[src/rtl/gemm32_operand_loader_if.sv]
`default_nettype none
// ============================================================================
// Module      : gemm32_operand_loader_if
// Description : Bundle of signals between the GEMM32 operand loader and its
//               surroundings: the byte-serial operand stream, the flattened
//               lane buses toward the dot-product, the returned sum, and the
//               result stream with status.
// Revision    : 1.0 - initial release
// ============================================================================
interface gemm32_operand_loader_if #(
  parameter int N_LANES = 32,
  parameter int SUM_W   = 18
);
  logic                 in_valid;
  logic                 in_ready;
  logic [7:0]           in_data;
  logic [7:0]           in_kernel;
  logic                 in_last;
  logic [8*N_LANES-1:0] data_bus;
  logic [8*N_LANES-1:0] kernel_bus;
  logic [SUM_W-1:0]     dp_sum;
  logic                 res_valid;
  logic                 res_ready;
  logic [SUM_W-1:0]     res_data;
  logic                 busy;
  logic [15:0]          vec_count;

  // Producer / dot-product / result-consumer side.
  modport master (
    output in_valid, in_data, in_kernel, in_last, dp_sum, res_ready,
    input  in_ready, data_bus, kernel_bus, res_valid, res_data, busy, vec_count
  );

  // Loader side.
  modport slave (
    input  in_valid, in_data, in_kernel, in_last, dp_sum, res_ready,
    output in_ready, data_bus, kernel_bus, res_valid, res_data, busy, vec_count
  );
endinterface
`default_nettype wire

[src/rtl/gemm32_operand_loader.sv]
`default_nettype none
// ============================================================================
// Module      : gemm32_operand_loader
// Description : Collects byte-serial (data, kernel) pairs into the 32-lane
//               parallel operand buses of the GEMM32 dot-product, holds them
//               while the sum settles, captures the sum and hands it out on
//               a valid/ready result stream.
// Revision    : 1.0 - initial release
// ============================================================================
module gemm32_operand_loader #(
  parameter int N_LANES    = 32,
  parameter int DP_LATENCY = 2,
  parameter int SUM_W      = 18
) (
  input  wire logic                 clk,
  input  wire logic                 rst,
  gemm32_operand_loader_if.slave    io
);

  localparam int             IDX_W     = (N_LANES > 1) ? $clog2(N_LANES) : 1;
  localparam logic [IDX_W-1:0] LAST_LANE = IDX_W'(N_LANES - 1);
  localparam logic [IDX_W-1:0] IDX_ONE   = IDX_W'(1);
  localparam int             CNT_W     = 5;
  // One extra count covers the cycle in which the new buses first reach the
  // dot-product; res_valid then rises DP_LATENCY+1 edges after the last pair.
  localparam logic [CNT_W-1:0] CNT_LOAD  = CNT_W'(DP_LATENCY + 1);
  localparam logic [CNT_W-1:0] CNT_ONE   = CNT_W'(1);

  typedef enum logic [1:0] {
    S_FILL = 2'd0,
    S_WAIT = 2'd1,
    S_OUT  = 2'd2
  } state_e;

  state_e               state_q;
  logic [IDX_W-1:0]     lane_idx_q;
  logic [CNT_W-1:0]     cnt_q;
  logic [8*N_LANES-1:0] data_q;
  logic [8*N_LANES-1:0] kernel_q;
  logic [SUM_W-1:0]     res_data_q;
  logic                 res_valid_q;
  logic                 in_ready_q;
  logic                 busy_q;
  logic [15:0]          vec_count_q;

  // Loader FSM: fill lanes, wait for the sum, present the result.
  always_ff @(posedge clk or posedge rst) begin
    if (rst) begin
      state_q     <= S_FILL;
      lane_idx_q  <= '0;
      cnt_q       <= '0;
      data_q      <= '0;
      kernel_q    <= '0;
      res_data_q  <= '0;
      res_valid_q <= 1'b0;
      in_ready_q  <= 1'b1;
      busy_q      <= 1'b0;
      vec_count_q <= '0;
    end else begin
      unique case (state_q)
        S_FILL: begin
          if (io.in_valid && in_ready_q) begin
            data_q[{lane_idx_q, 3'b000} +: 8]   <= io.in_data;
            kernel_q[{lane_idx_q, 3'b000} +: 8] <= io.in_kernel;
            lane_idx_q <= lane_idx_q + IDX_ONE;
            if (io.in_last || (lane_idx_q == LAST_LANE)) begin
              state_q    <= S_WAIT;
              in_ready_q <= 1'b0;
              busy_q     <= 1'b1;
              cnt_q      <= CNT_LOAD;
            end
          end
        end
        S_WAIT: begin
          if (cnt_q == CNT_ONE) begin
            res_data_q  <= io.dp_sum;
            res_valid_q <= 1'b1;
            state_q     <= S_OUT;
          end else begin
            cnt_q <= cnt_q - CNT_ONE;
          end
        end
        S_OUT: begin
          if (io.res_ready) begin
            vec_count_q <= vec_count_q + 16'd1;
            data_q      <= '0;
            kernel_q    <= '0;
            lane_idx_q  <= '0;
            res_valid_q <= 1'b0;
            in_ready_q  <= 1'b1;
            busy_q      <= 1'b0;
            state_q     <= S_FILL;
          end
        end
        default: begin
          state_q     <= S_FILL;
          lane_idx_q  <= '0;
          res_valid_q <= 1'b0;
          in_ready_q  <= 1'b1;
          busy_q      <= 1'b0;
        end
      endcase
    end
  end

  assign io.in_ready   = in_ready_q;
  assign io.data_bus   = data_q;
  assign io.kernel_bus = kernel_q;
  assign io.res_valid  = res_valid_q;
  assign io.res_data   = res_data_q;
  assign io.busy       = busy_q;
  assign io.vec_count  = vec_count_q;

endmodule
`default_nettype wire

[src/flat_wrapper.sv]
// flat-port wrapper written by rule: the top's interface ports become plain ports
module gemm32_operand_loader_flat 
#(
  parameter int N_LANES    = 32,
  parameter int DP_LATENCY = 2,
  parameter int SUM_W      = 18
)
  (clk, rst, io_in_valid, io_in_data, io_in_kernel, io_in_last, io_dp_sum, io_res_ready, io_in_ready, io_data_bus, io_kernel_bus, io_res_valid, io_res_data, io_busy, io_vec_count);
  gemm32_operand_loader_if #(.N_LANES(N_LANES), .SUM_W(SUM_W)) io_i ();
  input  wire logic clk;
  input  wire logic rst;
  input wire logic [$bits(io_i.in_valid)-1:0] io_in_valid;
  input wire logic [$bits(io_i.in_data)-1:0] io_in_data;
  input wire logic [$bits(io_i.in_kernel)-1:0] io_in_kernel;
  input wire logic [$bits(io_i.in_last)-1:0] io_in_last;
  input wire logic [$bits(io_i.dp_sum)-1:0] io_dp_sum;
  input wire logic [$bits(io_i.res_ready)-1:0] io_res_ready;
  output wire logic [$bits(io_i.in_ready)-1:0] io_in_ready;
  output wire logic [$bits(io_i.data_bus)-1:0] io_data_bus;
  output wire logic [$bits(io_i.kernel_bus)-1:0] io_kernel_bus;
  output wire logic [$bits(io_i.res_valid)-1:0] io_res_valid;
  output wire logic [$bits(io_i.res_data)-1:0] io_res_data;
  output wire logic [$bits(io_i.busy)-1:0] io_busy;
  output wire logic [$bits(io_i.vec_count)-1:0] io_vec_count;
  assign io_i.in_valid = io_in_valid;
  assign io_i.in_data = io_in_data;
  assign io_i.in_kernel = io_in_kernel;
  assign io_i.in_last = io_in_last;
  assign io_i.dp_sum = io_dp_sum;
  assign io_i.res_ready = io_res_ready;
  assign io_in_ready = io_i.in_ready;
  assign io_data_bus = io_i.data_bus;
  assign io_kernel_bus = io_i.kernel_bus;
  assign io_res_valid = io_i.res_valid;
  assign io_res_data = io_i.res_data;
  assign io_busy = io_i.busy;
  assign io_vec_count = io_i.vec_count;
  gemm32_operand_loader #(.N_LANES(N_LANES), .DP_LATENCY(DP_LATENCY), .SUM_W(SUM_W)) u_core (.clk(clk), .rst(rst), .io(io_i));
endmodule
[config.mk]
export PLATFORM = sky130hd
export DESIGN_NAME = gemm32_operand_loader_flat
export DESIGN_NICKNAME = d
export VERILOG_FILES = /design/src/rtl/gemm32_operand_loader_if.sv /design/src/rtl/gemm32_operand_loader.sv /design/src/flat_wrapper.sv
export SDC_FILE = /design/constraint.sdc
export NUM_CORES = 1
export LEC_CHECK = 0
export BUFFER_PORTS_ARGS = -buffer_cell sky130_fd_sc_hd__buf_2
export CAP_MARGIN = 20
export CORE_AREA = 2 2 226 228
export DETAILED_ROUTE_END_ITERATION = 10
export DIE_AREA = 0 0 228 230
export GPL_TIMING_DRIVEN = 0
export PLACE_DENSITY = 0.71
export SLEW_MARGIN = 5
export SYNTH_ARGS = -nofsm -noshare
export SYNTH_HDL_FRONTEND = slang
export SYNTH_SLANG_ARGS = --single-unit
export TNS_END_PERCENT = 10
[constraint.sdc]
create_clock -name clk -period 24.8 [get_ports clk]
set_clock_uncertainty 0.05 [all_clocks]
set_input_delay 2.48 -clock clk [delete_from_list [all_inputs] [get_ports clk]]
set_output_delay 2.48 -clock clk [all_outputs]
set_load 0.05 [all_outputs]
==> results of run 1 <==
sequential cells by signal (all words and copies together) (netlist names), 2 cells and up:
signal,count
u_core.io.data_bus,256
u_core.cnt_q,5
u_core.lane_idx_q,5
u_core.io.vec_count,16
u_core.state_q,2
u_core.io.res_data,18
u_core.io.kernel_bus,256
path summary, 6_finish.rpt:
check	startpoint	end	cells past startpoint
min	u_core.io.busy	u_core.io.busy	1
min in group asynchronous	rst	u_core.io.data_bus[172]	2
max in group asynchronous	rst	u_core.io.kernel_bus[221]	4
max reg2reg	u_core.lane_idx_q[0]	u_core.io.data_bus[223]	9
min reg2reg	u_core.io.busy	u_core.io.busy	1
max	io_in_valid	u_core.io.data_bus[203]	7
cell usage after synthesis (10+ instances only):
| cell type | count |
|---|---|
| buf_2 | 39 |
| mux2_2 | 20 |
| dfrtp_1 | 560 |
| buf_1 | 10 |
| a31oi_1 | 13 |
| xnor2_1 | 15 |
| nor2_1 | 35 |
| nand3_1 | 21 |
| a32o_1 | 43 |
| o21ai_0 | 31 |
| o2bb2ai_1 | 144 |
| clkbuf_1 | 63 |
| and3_1 | 11 |
| o21ai_1 | 21 |
| a22o_1 | 311 |
| nand2_1 | 114 |
cells in the final DEF, fill, tap and decap left out, types with 15 or more instances in the layout:
cell type,n
buf_2,619
dfrtp_1,560
a22o_1,311
o2bb2ai_1,144
nand2_1,114
clkbuf_1,77
clkbuf_16,58
a32o_1,43
nor2_1,35
o21ai_0,31
o21ai_1,21
nand3_1,21
mux2_2,20
xnor2_1,15
stage by stage:
step / power (mW) / worst slack (ps) / area, µm²
2_1_floorplan: 1.534 / 6583 / 21460
3_3_place_gp: 1.747 / 1679 / 25200
3_5_place_dp: 1.757 / 19870 / 25320
4_1_cts: 2.666 / 20490 / 27330
5_1_grt: 2.748 / 20310 / 27350
6_report: 2.663 / 20410 / 27350
where the power goes:
part,leakage [nW],internal (mW),switching [mW]
clock,0.992,0.546,0.367
sequential,7.76,0.984,0.0491
combinational,5.53,0.163,0.553
total,14.3,1.69,0.969
cell families after synthesis:
group / synth area share [%]
AOI/OAI and AO/OA: 23.01
xor gates and xnor gates: 0.8920
adders and majority gates: 0.5247
buffers and inverters: 2.781
DFF: 65.41
muxes: 1.160
and+or+nand+nor: 6.220
layout make-up:
type                            count  area share, %
Inverter                            9         0.1510
Buffer                            123          2.059
Multi-Input combinational cell    894          24.96
Clock inverter                     21          1.144
Tap cell                          672          3.074
Clock buffer                       86          6.203
Sequential cell                   561          51.33
Antenna cell                        1       0.009149
Timing Repair Buffer              586          11.07
metal layers:
metal | GRT usage [%] | up-vias | wire length (µm)
met5 | 0 | - | 0
met4 | 10.58 | 0 | 2931
met3 | 7.155 | 154 | 6844
met2 | 47.95 | 992 | 37870
met1 | 40.96 | 9031 | 33300
li1 | - | 7363 | -
==> results.env, run 1 <==
STATUS='complete, no violations'
FINAL_HOLD_VIOL_COUNT=0
CORE_REGION_AREA_UM2=49860
PLACE_HPWL_UM=59170
WORST-R2R-SETUP-SLACK_PS=20520
CLOCK-ROOT-BUFFER='clkbuf_16'
SYNTH_FF_TYPE='dfrtp_1'
SYN_AREA_PER_CELL_UM2=13.52
UTILIZATION_PCT=54.85
SETUP.WORST_PATH.END_CLASS='flop'
POST-ROUTE-PERIOD-UTIL_PCT=17.71
SETUP_VIOL=0
DIE_W_UM=228
PLACEMENT.IO_BUFFERS=579
LARGEST_STAGE_DELAY_WORST_PATH_PS=690
POWERDENSITY_nW_PER_UM2=97.36
YOSYS_REGISTER_BITS=561
FINALWEIGHTEDCONGESTION=0.8969
WORST_PATH_DOMINANT_CELL_FAMILY='simple AND/OR/NAND/NOR gates'
START_KIND='input pin'
SYNTH_SEQUENTIAL_AREA_RATIO_PCT=65.41
VIAS=17540
CLK-INSERTION-DELAY-LATE_PS=600
DIE_H_UM=230
FIN_CRIT_PS=4392
SEQUENCE_OF_CELLS_ON_THE_CRITICAL_PATH='buf_2 -> nand4bb_1 -> clkbuf_1 -> nor3_2 -> nand3_1 -> nor2_1 -> a22o_1'
MAXIMUM_NUMBER_OF_PINS_ON_ONE_NET_BEFORE_GLOBAL_ROUTE_REPAIR=134
TIMING.HOLD.WS_PS=423.5
WIRE_LENGTH_REPORTED_BY_THE_DETAILED_ROUTER_UM=80950
CTS_RESIZED=0
DIE_AREA_UM2=52440
SYNTH_NETS=1635
TIMING.CRITICAL_PATH.ARRIVAL_PS=4880
REPORT.FINAL.SLEW_VIOL_COUNT=0
CTS_TREE='yes'
FINAL-INSTANCE-COUNT-EXCL-FILL=2953
CTS_BUFFER_DEPTH=3
SYNTH_LARGEST_AREA_CELL='dfrtp_1'
PATH_BUF_INV=2
GRT_SETUP_UNREPAIRED='false'
IOPINCOUNT=588
CLKTRANSATPATHREGS_PS=60
LEAKAGEPOWER_nW=14.28
YOSYS.CELL_TYPES.COUNT=66
ANTENNA_FOUND_INITIAL=1
POSTCTSSETUPBUFFERS=0
SYNTH_EDF_COUNT=0
MAX_SLEW.WORST_PIN.SLEW_PS=1048
NETLIST_INSTANCES=1587
DRT.ANTENNA.VIOLATING_NETS=0
WORST-ENDPOINT-REQUIRED_PS=25290
WIRE_PER_INST_UM=27.41
DRT_ITER0_DRC=1685
MAX-VDD-IR-DROP_mV=0.05931
MULTIINPUTGATEAREA_UM2=6827
PLACE.DETAILED.INSTANCES=2843
CTS.SINKS=561
GLOBALROUTE.TOTALOVERFLOW=0
INITIAL_CORE_UTIL_PCT=43.04
FINAL_NET_COUNT=2281
POST_CTS_HOLD_BUFFER_COUNT=0
CLOCK.FMAX_MHz=227.7
MAXSLEWHEADROOM_PCT=29.89
DR.PASS1.ITERS=5
CELL_TYPES_OCCUPYING_THE_MOST_AREA_AFTER_SYNTHESIS='dfrtp_1, a22o_1, o2bb2ai_1'
NUM_ROWS=82
AVGVIACOUNTPERCELL=5.940
WORSTHOLDPATHTYPE='flop to flop'
SYNTH.YOSYS.WARNINGS=0
CRITICAL_PATH_PEAK_FANOUT=10
GRT_PASS1_VIAS=17240
SYN_TO_FINAL_GROWTH_PCT=27.43
CRIT_PATH_TOP_DELAY_CELL='nor2_1'
GRTUSAGETOTAL_PCT=30.24
CTS_MAX_LEVEL=2
CTS_MADE_BUFFERS=58
SYNTH_AREA_UM2=21460
CRITICALPATHCATEGORY='input pin to flop'
POST_ROUTE_CELLS_DRIVE_ABOVE_1_SHARE_PCT=34.34
ROUTE.DETAILED.DRC=0
SETUP-TNS-FINAL_PS=0
TIMING.MAX_CAP.VIOLATIONS=0
SYNTH_TOP_CELL_AREA_SHARE_PCT=65.29
LAYOUT.AREA.SEQ_UM2=14040
GRT_FIRST_PASS_WIRELENGTH_UM=119200
FILLER_CELL_COUNT=4229
SHARE_OF_FLIP_FLOPS_WITH_AN_ASYNCHRONOUS_SET_OR_RESET_PCT=100.0
Note: power is estimated with default switching activity, not from simulation.
==> run 2, diff against run 1 <==
ABC_AREA = 1   (was default)
PLACE_DENSITY = 0.75   (was 0.71)
clock period = 4.3 ns   (was 24.8 ns; I/O delays follow)
==> run 2 against run 1 <==
Net effect:
- non-clock buffer count increased by 39
- final cell count increased by 43%
- first-iteration DRC count increased by 28%
- count of clock-buffer cells in the layout decreased by 4
- worst setup slack got worse by 19000 ps
- synthesized cell count increased by 78%
- combinational power increased to 12 times the previous value
- global-route usage increased by 3.5 points
- critical endpoint is now u_core.io.data_bus[89]
- largest cell class unchanged
- highest routed layer unchanged
==> results.env, run 2 <==
POST-ROUTE-PERIOD-UTIL_PCT=75.45
CTS_TREE='yes'
GRT_USE_MET3_PCT=7.205
SYNTH.CELLS.MOST_FREQUENT='nand2_1, dfrtp_1, nand3_1'
MAXIMUM_NUMBER_OF_PINS_ON_ONE_NET_BEFORE_GLOBAL_ROUTE_REPAIR=42
CLOCK-ROOT-BUFFER='clkbuf_16'
POWERDENSITY_nW_PER_UM2=679.0
YOSYS_REGISTER_BITS=561
GRT_UTIL_MET2_PCT=54.73
MAX_SLEW.WORST_PIN.SLEW_PS=1174
PATH_BUF_INV=5
WIRE_PER_INST_UM=21.18
SEQUENCE_OF_CELLS_ON_THE_CRITICAL_PATH='buf_4 -> inv_2 -> ha_1 -> clkbuf_1 -> nor2_2 -> nand2_1 -> inv_1 -> buf_2 -> nand3_1 -> nor2_1 -> nand2_1 -> nand2_1'
SYN_TO_FINAL_GROWTH_PCT=26.45
CLKTRANSATPATHREGS_PS=60
LARGEST_STAGE_DELAY_WORST_PATH_PS=590
CTS_MAX_LEVEL=2
WORST-ENDPOINT-REQUIRED_PS=4800
START_KIND='flop'
LEAKAGEPOWER_nW=18.14
CRITICAL_PATH_PEAK_FANOUT=10
VIAS=22230
SHARE_OF_FLIP_FLOPS_WITH_AN_ASYNCHRONOUS_SET_OR_RESET_PCT=100.0
WORST_PATH_DOMINANT_CELL_FAMILY='simple AND/OR/NAND/NOR gates'
SYNTH_SEQUENTIAL_AREA_RATIO_PCT=59.17
FINAL_CELL_MIX='nand2_1, buf_2, dfrtp_1'
POSTCTSSETUPBUFFERS=0
INITIAL_CORE_UTIL_PCT=47.58
WORSTHOLDPATHTYPE='input pin to flop'
IOPINCOUNT=588
RR_STARTPOINT='u_core.lane_idx_q[0]'
FINAL_HOLD_VIOL_COUNT=0
DIE_W_UM=228
GRTUSAGETOTAL_PCT=33.79
WIRE_LENGTH_REPORTED_BY_THE_DETAILED_ROUTER_UM=89470
HP-START='io_res_ready'
MAXSLEWHEADROOM_PCT=21.12
CTS.SINKS=561
FINAL_NET_COUNT=3553
CLOCK.FMAX_MHz=308.2
WORST-R2R-SETUP-SLACK_PS=1060
NETLIST_INSTANCES=2832
CTS_BUFFER_DEPTH=3
GRT.BUSIEST_LAYER='met2'
ROUTE.DETAILED.DRC=0
GRT_SETUP_UNREPAIRED='false'
CRITICALPATHCATEGORY='flop to flop'
DR.PASS1.ITERS=5
SYNTH_AREA_UM2=23730
REPORT.FINAL.SLEW_VIOL_COUNT=0
SETUP_VIOL=0
MOSTFREQUENTLAYOUTCELL='nand2_1'
GRT_FIRST_PASS_WIRELENGTH_UM=133100
PLACEMENT.IO_BUFFERS=573
SYN_AREA_PER_CELL_UM2=8.378
R2R_END='u_core.io.data_bus[89]'
CP_COMMON_CELL='nand2_1'
FIN_CRIT_PS=3244
CTS_MADE_BUFFERS=57
HOLD_PATH_END='u_core.state_q[1]'
UTILIZATION_PCT=60.17
DIE_AREA_UM2=52440
DRT_ITER0_DRC=2163
DRT.ANTENNA.VIOLATING_NETS=0
GLOBALROUTE.TOTALOVERFLOW=0
MET1_USAGE_PCT=44.50
CRIT_PATH_TOP_DELAY_CELL='nor2_2'
FIN_TOTAL_PWR_mW=20.37
TIMING.HOLD.WORST_PATH_DEPTH=4
YOSYS.CELL_TYPES.COUNT=35
SYNTH_NETS=2880
TIMING.CRITICAL_PATH.ARRIVAL_PS=3750
SYNTH_FF_TYPE='dfrtp_1'
SYNTH.YOSYS.WARNINGS=0
STATUS='complete, no violations'
SYNTH_EDF_COUNT=0
R2R.WORST_PATH.CELLS=12
SETUP.WORST_PATH.END_CLASS='flop'
NUM_ROWS=82
CORE_REGION_AREA_UM2=49860
SYNTH_LARGEST_AREA_CELL='dfrtp_1'
AVGVIACOUNTPERCELL=5.263
CELL_TYPES_OCCUPYING_THE_MOST_AREA_AFTER_SYNTHESIS='dfrtp_1, nand2_1, nand3_1'
PRECTSSETUPSLACK_PS=1083
FINALWEIGHTEDCONGESTION=0.9076
CLK-INSERTION-DELAY-LATE_PS=630
SETUP-TNS-FINAL_PS=0
MAX-VDD-IR-DROP_mV=0.4346
PLACE_HPWL_UM=65910
SYNTH.MOST_COMMON_CELL='nand2_1'
POST_CTS_HOLD_BUFFER_COUNT=19
SETUP_WS_PS=1056
GRT_PASS1_VIAS=21210
POST_ROUTE_CELLS_DRIVE_ABOVE_1_SHARE_PCT=24.53
TIMING.MAX_CAP.VIOLATIONS=0
CTS_RESIZED=0
DIE_H_UM=230
ANTENNA_FOUND_INITIAL=3
SYNTH_TOP_CELL_AREA_SHARE_PCT=59.06
-- run 2: changes by cell type after synthesis, sizes merged, moves of 25 or more --
cell,previous run,this run
a22o,311,0
a32o,43,0
buf,60,96
clkbuf,63,38
inv,8,88
nand2,114,1508
nand3,23,213
nor2,44,204
o21ai,53,14
o2bb2ai,144,0
-- run 2: worst min-delay path, stage by stage --
cell     delay [ps]
buf_2            90
inv_1            30
nand2_1         110
nand2_1          60
-- run 2: stage by stage --
step / std cells / cell area, µm² / hold slack [ps]
global route: 4224 / 30000 / 79.59
detailed placement: 4095 / 27770 / 402.7
global placement: 4077 / 27440 / 398.5
floorplan: 2832 / 23730 / 450.8
CTS: 4219 / 29950 / 61.91
finish: 4224 / 30000 / 90.91
-- run 2: cell type report --
class                           count  area (µm²)
Antenna cell                        1       2.502
Buffer                            134       679.4
Clock buffer                       82        1723
Clock inverter                     23       265.3
Fill cell                        4450       19860
Inverter                           88       339.1
Multi-Input combinational cell   2049        8672
Sequential cell                   561       14040
Tap cell                          672       840.8
Timing Repair Buffer              614        3441
-- run 2: cells by family (layout without fill, tap and decap cells) --
family | Yosys count | count (layout) | synth area share, %
AO/OA/AOI/OAI | 38 | 38 | 0.9756
XOR/XNOR | 14 | 14 | 0.5168
adder cells (fa/ha/maj) | 9 | 9 | 0.4746
buffers and inverters | 222 | 941 | 4.277
flip-flops | 561 | 561 | 59.17
multiplexers | 18 | 18 | 0.8543
other | 0 | 1 | 0
AND/OR/NAND/NOR | 1970 | 1970 | 33.73
-- run 2: metal layers --
| layer | share of wire, % | vias to the layer above |
|---|---|---|
| li1 | - | 10120 |
| met1 | 40 | 10810 |
| met2 | 47 | 1089 |
| met3 | 8.3 | 205 |
| met4 | 4.1 | 0 |
| met5 | 0 | - |
-- run 2: report_power, final --
part	leakage, nW	total, mW	internal [mW]	switching, mW
clock	0.990	5.26	3.08	2.18
sequential	7.70	6.71	6.17	0.535
combinational	9.45	8.41	1.60	6.81
total	18.1	20.4	10.9	9.52
-- run 2: worst max path at each step --
stage                               from                   endpoint  slack, ps  cells past startpoint
floorplan                            rst            u_core.cnt_q[0]      -3820                      1
global placement                     rst  u_core.io.kernel_bus[117]      -7020                      2
detailed placement  u_core.lane_idx_q[0]    u_core.io.data_bus[187]       1080                     12
CTS                 u_core.lane_idx_q[0]     u_core.io.data_bus[89]       1050                     12
global route        u_core.lane_idx_q[0]     u_core.io.data_bus[89]        790                     12
finish              u_core.lane_idx_q[0]     u_core.io.data_bus[89]       1060                     12
==> run 3, diff against run 2 <==
clock period = 3.2 ns   (was 4.3 ns; I/O delays follow)
==> run 3 against run 2 <==
Net effect:
- die area unchanged
- clock power increased by 34%
- count of clock-buffer cells in the layout unchanged
- routed wire length increased by 0.10%
- critical path depth decreased by 2
- cell area increased by 0.15%
- largest cell class unchanged
==> results.env, run 3 (synthesized netlist as in run 2, its figures left out) <==
STATUS='complete, no violations'
SETUP-TNS-FINAL_PS=0
GLOBALROUTE.TOTALOVERFLOW=0
NUM_ROWS=82
VIAS=22170
ANTENNA_FOUND_INITIAL=3
FINAL_CELL_MIX='nand2_1, buf_2, dfrtp_1'
CTS_BUFFER_DEPTH=3
CORE_REGION_AREA_UM2=49860
MAX-VDD-IR-DROP_mV=0.5833
CLOCK.FMAX_MHz=324.6
TIMING.HOLD.WORST_PATH_DEPTH=4
SETUP_WS_PS=119.7
MAXSLEWHEADROOM_PCT=18.65
SETUP_VIOL=0
POSTCTSSETUPBUFFERS=0
CLKTRANSATPATHREGS_PS=70
GRTUSAGETOTAL_PCT=33.79
FINAL_NET_COUNT=3554
DRT_ITER0_DRC=2233
DRT.ANTENNA.VIOLATING_NETS=0
ROUTE.DETAILED.DRC=0
CTS_MADE_BUFFERS=57
FINALWEIGHTEDCONGESTION=0.9076
REPORT.FINAL.SLEW_VIOL_COUNT=0
WORSTHOLDPATHTYPE='input pin to flop'
CLOCK-ROOT-BUFFER='clkbuf_16'
MAXIMUM_NUMBER_OF_PINS_ON_ONE_NET_BEFORE_GLOBAL_ROUTE_REPAIR=42
POST_ROUTE_CELLS_DRIVE_ABOVE_1_SHARE_PCT=24.75
START_KIND='flop'
WIRE_PER_INST_UM=21.20
LEAKAGEPOWER_nW=18.16
PLACE.DETAILED.INSTANCES=4095
MAX_SLEW.WORST_PIN.SLEW_PS=1211
CLK-INSERTION-DELAY-LATE_PS=630
POST_DP_CELL_AREA_UM2=27770
CRITICALPATHCATEGORY='flop to flop'
MULTIINPUTGATEAREA_UM2=8700
GRT_SETUP_UNREPAIRED='true'
LAYOUT.AREA.SEQ_UM2=14040
HP-START='io_in_last'
FILLER_CELL_COUNT=4443
DIE_W_UM=228
FIN_CRIT_PS=3080
PLACEMENT.IO_BUFFERS=573
WIRE_LENGTH_REPORTED_BY_THE_DETAILED_ROUTER_UM=89560
POST-ROUTE-PERIOD-UTIL_PCT=96.26
DIE_AREA_UM2=52440
CRITICAL_PATH_PEAK_FANOUT=10
TIMING.CRITICAL_PATH.ARRIVAL_PS=3600
WORST-ENDPOINT-REQUIRED_PS=3710
GRT_FIRST_PASS_WIRELENGTH_UM=133200
DIE_H_UM=230
TIMING.MAX_CAP.VIOLATIONS=0
FINAL_HOLD_VIOL_COUNT=0
PRECTSSETUPSLACK_PS=-16.51
POWERDENSITY_nW_PER_UM2=912.8
RR_STARTPOINT='u_core.lane_idx_q[0]'
PLACE_HPWL_UM=65910
R2R.WORST_PATH.CELLS=10
DR.PASS1.ITERS=6
IOPINCOUNT=588
MOSTFREQUENTLAYOUTCELL='nand2_1'
INITIAL_CORE_UTIL_PCT=47.58
GRT_PASS1_VIAS=21210
CTS_TREE='yes'
SYN_TO_FINAL_GROWTH_PCT=26.64
FIN_TOTAL_PWR_mW=27.42
CTS_MAX_LEVEL=2
FINAL-INSTANCE-COUNT-EXCL-FILL=4225
CTS.SINKS=561
SETUP.WORST_PATH.END_CLASS='flop'
CRIT_STARTPOINT='u_core.lane_idx_q[0]'
POSTLAYOUTCELLAREA_UM2=30050
AVGVIACOUNTPERCELL=5.248
==> run 3: changes by cell type in the layout (fill, tap and decap cells not counted), sizes merged <==
cell,delta
buf,-3
clkbuf,+3
dlygate4sd3,+1
==> run 3: worst paths after layout <==
kind	endpoint	slack (ps)
max	u_core.io.kernel_bus[235]	120
min	u_core.io.busy	50
max reg2reg	u_core.io.kernel_bus[235]	120
min reg2reg	u_core.io.kernel_bus[115]	410
max in group asynchronous	u_core.io.data_bus[80]	940
min in group asynchronous	u_core.io.kernel_bus[93]	280
==> run 3: cell type report <==
class / count / area share, %
inverter: 88 / 1.129
timing repair buffer: 615 / 11.48
clock buffer: 82 / 5.734
tap: 672 / 2.798
clock inverter: 23 / 0.8828
multi-input combinational: 2049 / 28.95
buffer: 134 / 2.282
antenna: 1 / 0.008328
sequential: 561 / 46.73
==> run 3: routing by layer <==
layer | vias up | global-route usage [%] | part of all wire, %
met5 | - | 0 | 0
met4 | 0 | 13.81 | 4.3
met3 | 220 | 7.205 | 8.8
met2 | 1104 | 54.72 | 47
met1 | 10720 | 44.54 | 40
li1 | 10130 | - | -
==> run 3: what timing repair did <==
action	in CTS	in global routing
resized for setup	1	10
setup endpoints to repair	6	53
hold buffers	20	0
hold endpoints to repair	43	0
gates cloned	0	0
==> run 3: power breakdown <==
| group | switching (mW) | total, mW | internal (mW) |
|---|---|---|---|
| Combinational | 9.18 | 11.3 | 2.17 |
| Sequential | 0.719 | 9.01 | 8.29 |
| Clock | 2.92 | 7.07 | 4.14 |
==> run 3: worst max-delay path, cell delays in order (launching register included) <==
cell and delay (ps):
dfrtp_1 420, buf_4 180, inv_2 150, ha_1 270, nand2_2 100, nand2_2 210, inv_2 140, clkbuf_1 270
nor3_1 980, nand2_1 130, nand2_1 100
==> run 3: per-stage QoR <==
step | utilization, % | hold WS, ps
2_1_floorplan | - | 420.6
3_3_place_gp | 55.03 | 398.5
3_5_place_dp | 55.70 | 369.2
4_1_cts | 60.10 | 31.19
5_1_grt | 60.26 | 83.25
6_report | 60.26 | 53.25
